--- src/rtl/control_interface_output_if.sv ---
// Bundle of the capture/exchange inputs and serial-output signals of
// control_interface_output; master drives captures and exchanges, slave is the serializer.
interface control_interface_output_if #(
  parameter int N_OUTPUT   = 8,
  parameter int ADDR_WIDTH = 3
);
  logic                    sta;
  logic [N_OUTPUT*32-1:0]  data_in;
  logic                    exchange_data_sig;
  logic [31:0]             V_out;
  logic [ADDR_WIDTH-1:0]   addr_out;
  logic                    valid_out;
  logic                    busy;
  logic                    done_sig;
  logic                    overrun;
  logic                    fp_err;

  modport master (
    output sta, data_in, exchange_data_sig,
    input  V_out, addr_out, valid_out, busy, done_sig, overrun, fp_err
  );

  modport slave (
    input  sta, data_in, exchange_data_sig,
    output V_out, addr_out, valid_out, busy, done_sig, overrun, fp_err
  );
endinterface

--- src/rtl/control_interface_output.sv ---
// Captures N_OUTPUT control-result words on sta and streams a snapshot of them word by
// word on exchange. Optional feature macro: CTRL_OUT_FP_SANITIZE_EN (zero Inf/NaN words).
module control_interface_output #(
  parameter int N_OUTPUT   = 8,
  parameter int ADDR_WIDTH = 3
) (
  input  logic                        clk,
  input  logic                        rst,
  control_interface_output_if.slave   bus
);

  typedef enum logic [1:0] {
    IDLE = 2'd0,
    SEND = 2'd1,
    DONE = 2'd2
  } state_t;

  localparam logic [ADDR_WIDTH-1:0] LAST = ADDR_WIDTH'(N_OUTPUT - 1);

  state_t                state, state_nxt;
  logic [ADDR_WIDTH-1:0] cnt, cnt_nxt;
  logic                  start;
  logic [31:0]           cap_bank  [N_OUTPUT];
  logic [31:0]           send_bank [N_OUTPUT];
  logic [31:0]           word;
  logic [31:0]           emit;

  always_comb begin
    state_nxt = state;
    cnt_nxt   = cnt;
    start     = 1'b0;
    case (state)
      IDLE: begin
        if (bus.exchange_data_sig) begin
          state_nxt = SEND;
          cnt_nxt   = '0;
          start     = 1'b1;
        end
      end
      SEND: begin
        if (cnt == LAST) begin
          state_nxt = DONE;
          cnt_nxt   = '0;
        end else begin
          cnt_nxt = cnt + 1'b1;
        end
      end
      DONE:    state_nxt = IDLE;
      default: state_nxt = IDLE;
    endcase
  end

  always_ff @(posedge clk or posedge rst) begin
    if (rst) begin
      state <= IDLE;
      cnt   <= '0;
    end else begin
      state <= state_nxt;
      cnt   <= cnt_nxt;
    end
  end

  // send_bank copies the pre-edge capture contents, so a simultaneous sta lands only in cap_bank
  always_ff @(posedge clk or posedge rst) begin
    if (rst) begin
      for (int unsigned k = 0; k < N_OUTPUT; k++) begin
        cap_bank[k]  <= '0;
        send_bank[k] <= '0;
      end
    end else begin
      if (bus.sta) begin
        for (int unsigned k = 0; k < N_OUTPUT; k++)
          cap_bank[k] <= bus.data_in[32*k +: 32];
      end
      if (start) begin
        for (int unsigned k = 0; k < N_OUTPUT; k++)
          send_bank[k] <= cap_bank[k];
      end
    end
  end

  assign word = send_bank[cnt];

`ifdef CTRL_OUT_FP_SANITIZE_EN
  logic non_finite;
  assign non_finite = &word[30:23];
  assign emit       = non_finite ? '0 : word;

  always_ff @(posedge clk or posedge rst) begin
    if (rst)
      bus.fp_err <= 1'b0;
    else if (state == SEND && non_finite)
      bus.fp_err <= 1'b1;
  end
`else
  assign emit       = word;
  assign bus.fp_err = 1'b0;
`endif

  always_ff @(posedge clk or posedge rst) begin
    if (rst) begin
      bus.valid_out <= 1'b0;
      bus.addr_out  <= '0;
      bus.V_out     <= '0;
      bus.busy      <= 1'b0;
      bus.done_sig  <= 1'b0;
      bus.overrun   <= 1'b0;
    end else begin
      bus.valid_out <= (state == SEND);
      bus.addr_out  <= (state == SEND) ? cnt : '0;
      bus.V_out     <= (state == SEND) ? emit : '0;
      bus.busy      <= (state != IDLE);
      bus.done_sig  <= (state == DONE);
      if (bus.exchange_data_sig && state != IDLE)
        bus.overrun <= 1'b1;
    end
  end

endmodule

--- src/flat_wrapper.sv ---
// flat-port wrapper written by rule: the top's interface ports become plain ports
module control_interface_output_flat 
#(
  parameter int N_OUTPUT   = 8,
  parameter int ADDR_WIDTH = 3
)
  (clk, rst, bus_sta, bus_data_in, bus_exchange_data_sig, bus_V_out, bus_addr_out, bus_valid_out, bus_busy, bus_done_sig, bus_overrun, bus_fp_err);
  control_interface_output_if #(.N_OUTPUT(N_OUTPUT), .ADDR_WIDTH(ADDR_WIDTH)) bus_i ();
  input  logic clk;
  input  logic rst;
  input wire logic [$bits(bus_i.sta)-1:0] bus_sta;
  input wire logic [$bits(bus_i.data_in)-1:0] bus_data_in;
  input wire logic [$bits(bus_i.exchange_data_sig)-1:0] bus_exchange_data_sig;
  output wire logic [$bits(bus_i.V_out)-1:0] bus_V_out;
  output wire logic [$bits(bus_i.addr_out)-1:0] bus_addr_out;
  output wire logic [$bits(bus_i.valid_out)-1:0] bus_valid_out;
  output wire logic [$bits(bus_i.busy)-1:0] bus_busy;
  output wire logic [$bits(bus_i.done_sig)-1:0] bus_done_sig;
  output wire logic [$bits(bus_i.overrun)-1:0] bus_overrun;
  output wire logic [$bits(bus_i.fp_err)-1:0] bus_fp_err;
  assign bus_i.sta = bus_sta;
  assign bus_i.data_in = bus_data_in;
  assign bus_i.exchange_data_sig = bus_exchange_data_sig;
  assign bus_V_out = bus_i.V_out;
  assign bus_addr_out = bus_i.addr_out;
  assign bus_valid_out = bus_i.valid_out;
  assign bus_busy = bus_i.busy;
  assign bus_done_sig = bus_i.done_sig;
  assign bus_overrun = bus_i.overrun;
  assign bus_fp_err = bus_i.fp_err;
  control_interface_output #(.N_OUTPUT(N_OUTPUT), .ADDR_WIDTH(ADDR_WIDTH)) u_core (.clk(clk), .rst(rst), .bus(bus_i));
endmodule
--- config.mk ---
export PLATFORM = sky130hd
export DESIGN_NAME = control_interface_output_flat
export DESIGN_NICKNAME = d
export VERILOG_FILES = /design/src/rtl/control_interface_output_if.sv /design/src/rtl/control_interface_output.sv /design/src/flat_wrapper.sv
export SDC_FILE = /design/constraint.sdc
export NUM_CORES = 1
export LEC_CHECK = 0
export CAP_MARGIN = 20
export CELL_PAD_IN_SITES_DETAIL_PLACEMENT = 0
export CELL_PAD_IN_SITES_GLOBAL_PLACEMENT = 1
export CORE_MARGIN = 10
export CORE_UTILIZATION = 42
export CTS_CLUSTER_SIZE = 30
export DETAILED_ROUTE_END_ITERATION = 8
export GPL_TIMING_DRIVEN = 0
export PLACE_DENSITY_LB_ADDON = 0.1
export SLEW_MARGIN = 40
export SYNTH_ARGS = -nofsm -noshare
export SYNTH_HDL_FRONTEND = slang
export SYNTH_SLANG_ARGS = --single-unit
export TNS_END_PERCENT = 5
--- constraint.sdc ---
create_clock -name clk -period 19.5 [get_ports clk]
set_input_delay 3.9 -clock clk [delete_from_list [all_inputs] [get_ports clk]]
set_output_delay 3.9 -clock clk [all_outputs]
set_load 0.05 [all_outputs]
Yosys cells after proc, flatten, opt, wreduce, memory -nomap -nowiden
Index checks and enable logic that the tools add are counted.
- logic and storage cells: 51
- output and inout bits: 40
- input port bits: 260
- register bits after elaboration: 556
- order comparisons: 1
- reductions and logical operators: 6
- add/subtract/negate cells: 1
- equal/unequal tests: 5
- bitwise operators: 1
- mux-type cells: 13
- operators with widths (operator ; count):
    32-bit binary-select mux with 3-bit select ; 1
    32-bit two-way mux ; 3
    3-bit two-way mux ; 3
    3-bit case mux with 2 select lines ; 1
    4-bit greater-or-equal comparator, second input constant ; 1
    2-bit two-way mux ; 2
    3-bit NOT with 4-bit output ; 1
    2-bit case mux with 2 select lines ; 1
    2-bit AND reduction ; 2
    2-bit nonzero test ; 2
    3-bit by 1-bit adder with 3-bit output, second input constant ; 1
    3-bit == test, second input constant ; 1
    2-bit by 1-bit == test with 1-bit output, second input constant ; 1
    2-bit == test, second input constant ; 1
    2-bit logical NOT ; 1
    1-bit two-way mux ; 2
    2-bit by 1-bit != test with 1-bit output, second input constant ; 1
    2-bit != test, second input constant ; 1
    1-bit logical AND ; 1

Longest topological paths before layout
- depth after elaboration: 5
- gate-level depth with buffers: 6
- gate-level depth less buffers: 4

Worst setup path before layout
OpenSTA, ideal clock, no wires.
- path kind: input to register
- start: input bus_sta
- end: register u_core.cap_bank[160] (netlist bit)
- slack: 14.596 ns
- stages on the path: 3
- path buffers: 2
- setup time: 0.125 ns
- arrival time: 4.779 ns
- data required time: 19.375 ns
- cell sequence: clkbuf_1 > buf_2 > mux2_2
- RTL lines (what ; line ; RTL):
    from (decl) ; flat_wrapper.sv:11 ; input wire logic [$bits(bus_i.sta)-1:0] bus_sta;
    to (signal, indexed assignment) ; control_interface_output.sv:73 ; cap_bank[k] <= bus.data_in[32*k +: 32];
    to (decl) ; control_interface_output.sv:23 ; logic [31:0] cap_bank [N_OUTPUT];
No word-level cell between the ends.

Final worst setup path
- start: register u_core.bus.V_out[17]
- end: output bus_V_out[17]
- RTL lines (what ; line ; RTL):
    from (decl) ; control_interface_output_if.sv:25 ; output V_out, addr_out, valid_out, busy, done_sig, overrun, fp_err
    from (signal assigned) ; control_interface_output.sv:111 ; bus.V_out <= (state == SEND) ? emit : '0;
    to (decl) ; flat_wrapper.sv:14 ; output wire logic [$bits(bus_i.V_out)-1:0] bus_V_out;
No word-level cell between the ends.

==> results.json <==
{
  "clock-sinks": 556,
  "p_per_area_nw_per_um2": 146,
  "synth_commonest_cells": "dfrtp_1 (556), mux2_2 (471), mux2i_1 (128), o22ai_1 (65), buf_2 (46)",
  "syn-cell-area_um2": 22300,
  "ys.flop_type": "dfrtp_1",
  "yosysWarningCount": 0,
  "ys_types": 28,
  "antenna_found_initial": 9,
  "fin_worst_skew_ns": 0.0216,
  "drv_slew": 0,
  "path_max_fanout": 1,
  "syn_area_per_cell_um2": 15.9,
  "grtUsageTotal_pct": 18.5,
  "grt-ovfl-total": 0,
  "grt_max_degree": 73,
  "vias": 12774,
  "die_w_um": 251,
  "crit_path_start_kind": "flop",
  "critPathArrivalTime_ns": 1.83,
  "ys_seq_area_share_pct": 62.3,
  "worst_setup_path_end_kind": "output port",
  "status": "complete, no violations",
  "routedWlPerCell_um": 23.3,
  "yosysMostFrequentCell": "dfrtp_1",
  "cts_hold_buf": 0,
  "cp.required_ns": 15.60,
  "yosysTopAreaCell": "dfrtp_1",
  "htreeDepth": 2,
  "clock_latency_ns": 0.61,
  "die_h_um": 251,
  "synth_area_leaders": "dfrtp_1 (62%), mux2_2 (24%), mux2i_1 (5.7%)",
  "hpwl_um": 44300,
  "cts.path.max_buffers": 3,
  "synthArstFlopShare_pct": 100,
  "ys_seq_elements": 556,
  "min_period_ns": 5.73,
  "rsz0062_at_grt": "false",
  "finalHoldViolations": 0,
  "maxCapViolCount": 0,
  "drtIter0Drc": 492,
  "die_area_um2": 62800,
  "peakVddDrop_mv": 0.0827,
  "cts_resized": 0,
  "port_buffers": 297,
  "gp_congestion": 0.766,
  "dp_cells": 2402,
  "final_cells": 2512,
  "r2r_slack_ns": 17.01,
  "criticalPathCategory": "reg2out",
  "multi_input_area_um2": 7840,
  "routed_via_density": 5.09,
  "fp-row-count": 84,
  "max_freq_mhz": 175,
  "area_delta_synth_final_pct": 27.4,
  "start_util_pct": 42.4,
  "final_layout_size_suffix_gt1_share_pct": 36.7,
  "fin_util_pct": 54.0,
  "fin_crit_sh_pct": 29.4,
  "slowest_stage": "clkdlybuf4s50_1",
  "grt_pass1_wl_um": 88600,
  "post_cts_buffers": 0,
  "synth_top_area_share_pct": 62.3,
  "worst_pin_slew_ns": 0.689,
  "seqCellArea_um2": 13900,
  "critPathBufInv": 1,
  "min_path_type": "reg2reg",
  "synth-edff-count": 0,
  "fin_nets": 2037,
  "slew_headroom_pct": 54.1,
  "setup_viol": 0,
  "crit_family": "buffers and inverters",
  "netlist_instances": 1409,
  "path_cells": "clkdlybuf4s50_1",
  "ios": 300,
  "ctsRootBufferMaster": "clkbuf_16",
  "drt_pass1_iterations": 4,
  "wl_um": 58600,
  "final_antenna_net_count": 0,
  "core_area_um2": 52700,
  "p_leak_nw": 12.2,
  "final_area_um2": 28500,
  "first_global_vias": 14030,
  "dpl-instance-area_um2": 26400,
  "syn_nets": 1671,
  "cts_buffers": 59,
  "clk_pin_slew_worst_paths_ns": 0.06,
  "fillers": 4384,
  "drc_errors": 0,
  "cts_tree": "built",
  "cp_slowest_stage_delay_ns": 0.83
}
==> power by group <==
group / leakage [nW] / total [W] / internal, W / switching, W
logic: 4.56 / 0.00128 / 0.000641 / 0.000639
registers: 6.58 / 0.00171 / 0.00152 / 0.000184
clock network: 1.02 / 0.00117 / 0.000712 / 0.000457
total: 12.2 / 0.00416 / 0.00288 / 0.00128
==> layout by cell type (no fill, tap or decap), types with 6 or more instances in the layout <==
cell,synthesis,routed
clkdlybuf4s50_1,0,297
clkinv_2,0,12
or2_2,19,19
buf_6,22,22
bufinv_16,0,6
clkbuf_16,0,61
mux2_1,41,41
clkbuf_1,16,26
or2_1,14,14
buf_16,0,8
buf_2,46,46
mux2_2,471,471
clkbuf_8,0,17
o22ai_1,65,65
mux2i_1,128,128
dfrtp_1,556,556
==> state kept, by name, indices dropped and copies added, names as in the netlist <==
signal / cells
u_core.cap_bank: 256
u_core.send_bank: 256
u_core.bus.V_out: 32
u_core.bus.addr_out: 3
u_core.cnt: 3
u_core.state: 2
u_core.bus.busy: 1
u_core.bus.done_sig: 1
u_core.bus.overrun: 1
u_core.bus.valid_out: 1
==> routing by layer <==
layer | global-route usage (%) | part of all wire, % | wire length (um) | vias to the layer above
li1 | - | - | - | 5802
met1 | 24.4 | 44 | 26000 | 6639
met4 | 4.27 | 1.6 | 919 | 16
met3 | 4.02 | 5.0 | 2950 | 80
met5 | 0 | 0.19 | 110 | -
met2 | 30.4 | 49 | 28600 | 237
==> worst paths after layout <==
kind | startpoint | to | cells past startpoint
max | u_core.bus.V_out[17] | bus_V_out[17] | 1
max in group asynchronous | rst | u_core.send_bank[234] | 5
max reg2reg | u_core.cnt[1] | u_core.bus.V_out[28] | 6
min reg2reg | u_core.bus.overrun | u_core.bus.overrun | 1
min | u_core.bus.overrun | u_core.bus.overrun | 1
min in group asynchronous | rst | u_core.cap_bank[124] | 2
==> cell families (layout without fill, tap and decap cells) <==
kind of cell | Yosys count | in the layout | share of synthesized area [%]
muxes | 640 | 640 | 31.5
DFF | 556 | 556 | 62.3
buffers and inverters | 91 | 504 | 2.64
AOI/OAI and AO/OA | 69 | 69 | 1.92
and+or+nand+nor | 50 | 50 | 1.50
adders and majority gates | 2 | 2 | 0.112
other | 1 | 3 | 0.0168
==> per-stage QoR <==
stage	TNS, ns	total power [W]	hold slack, ns	setup slack [ns]
after floorplan	0	0.00258	0.457	0.0526
after global placement	-3500.60	0.00299	0.441	-6.38
after detailed placement	0	0.00303	0.449	13.69
after CTS	0	0.00422	0.462	13.71
after global routing	0	0.00438	0.478	13.71
final	0	0.00416	0.457	13.77
==> area by class of cell <==
| class | count | share of cell area (%) |
|---|---|---|
| Inverter | 3 | 0.0660 |
| Buffer | 88 | 2.04 |
| Antenna cell | 2 | 0.0176 |
| Clock inverter | 18 | 0.844 |
| Clock buffer | 90 | 6.34 |
| Sequential cell | 556 | 48.9 |
| Timing Repair Buffer | 305 | 11.2 |
| Multi-Input combinational cell | 762 | 27.5 |
| Tap cell | 688 | 3.02 |
Power figures use the tool's default switching activity.
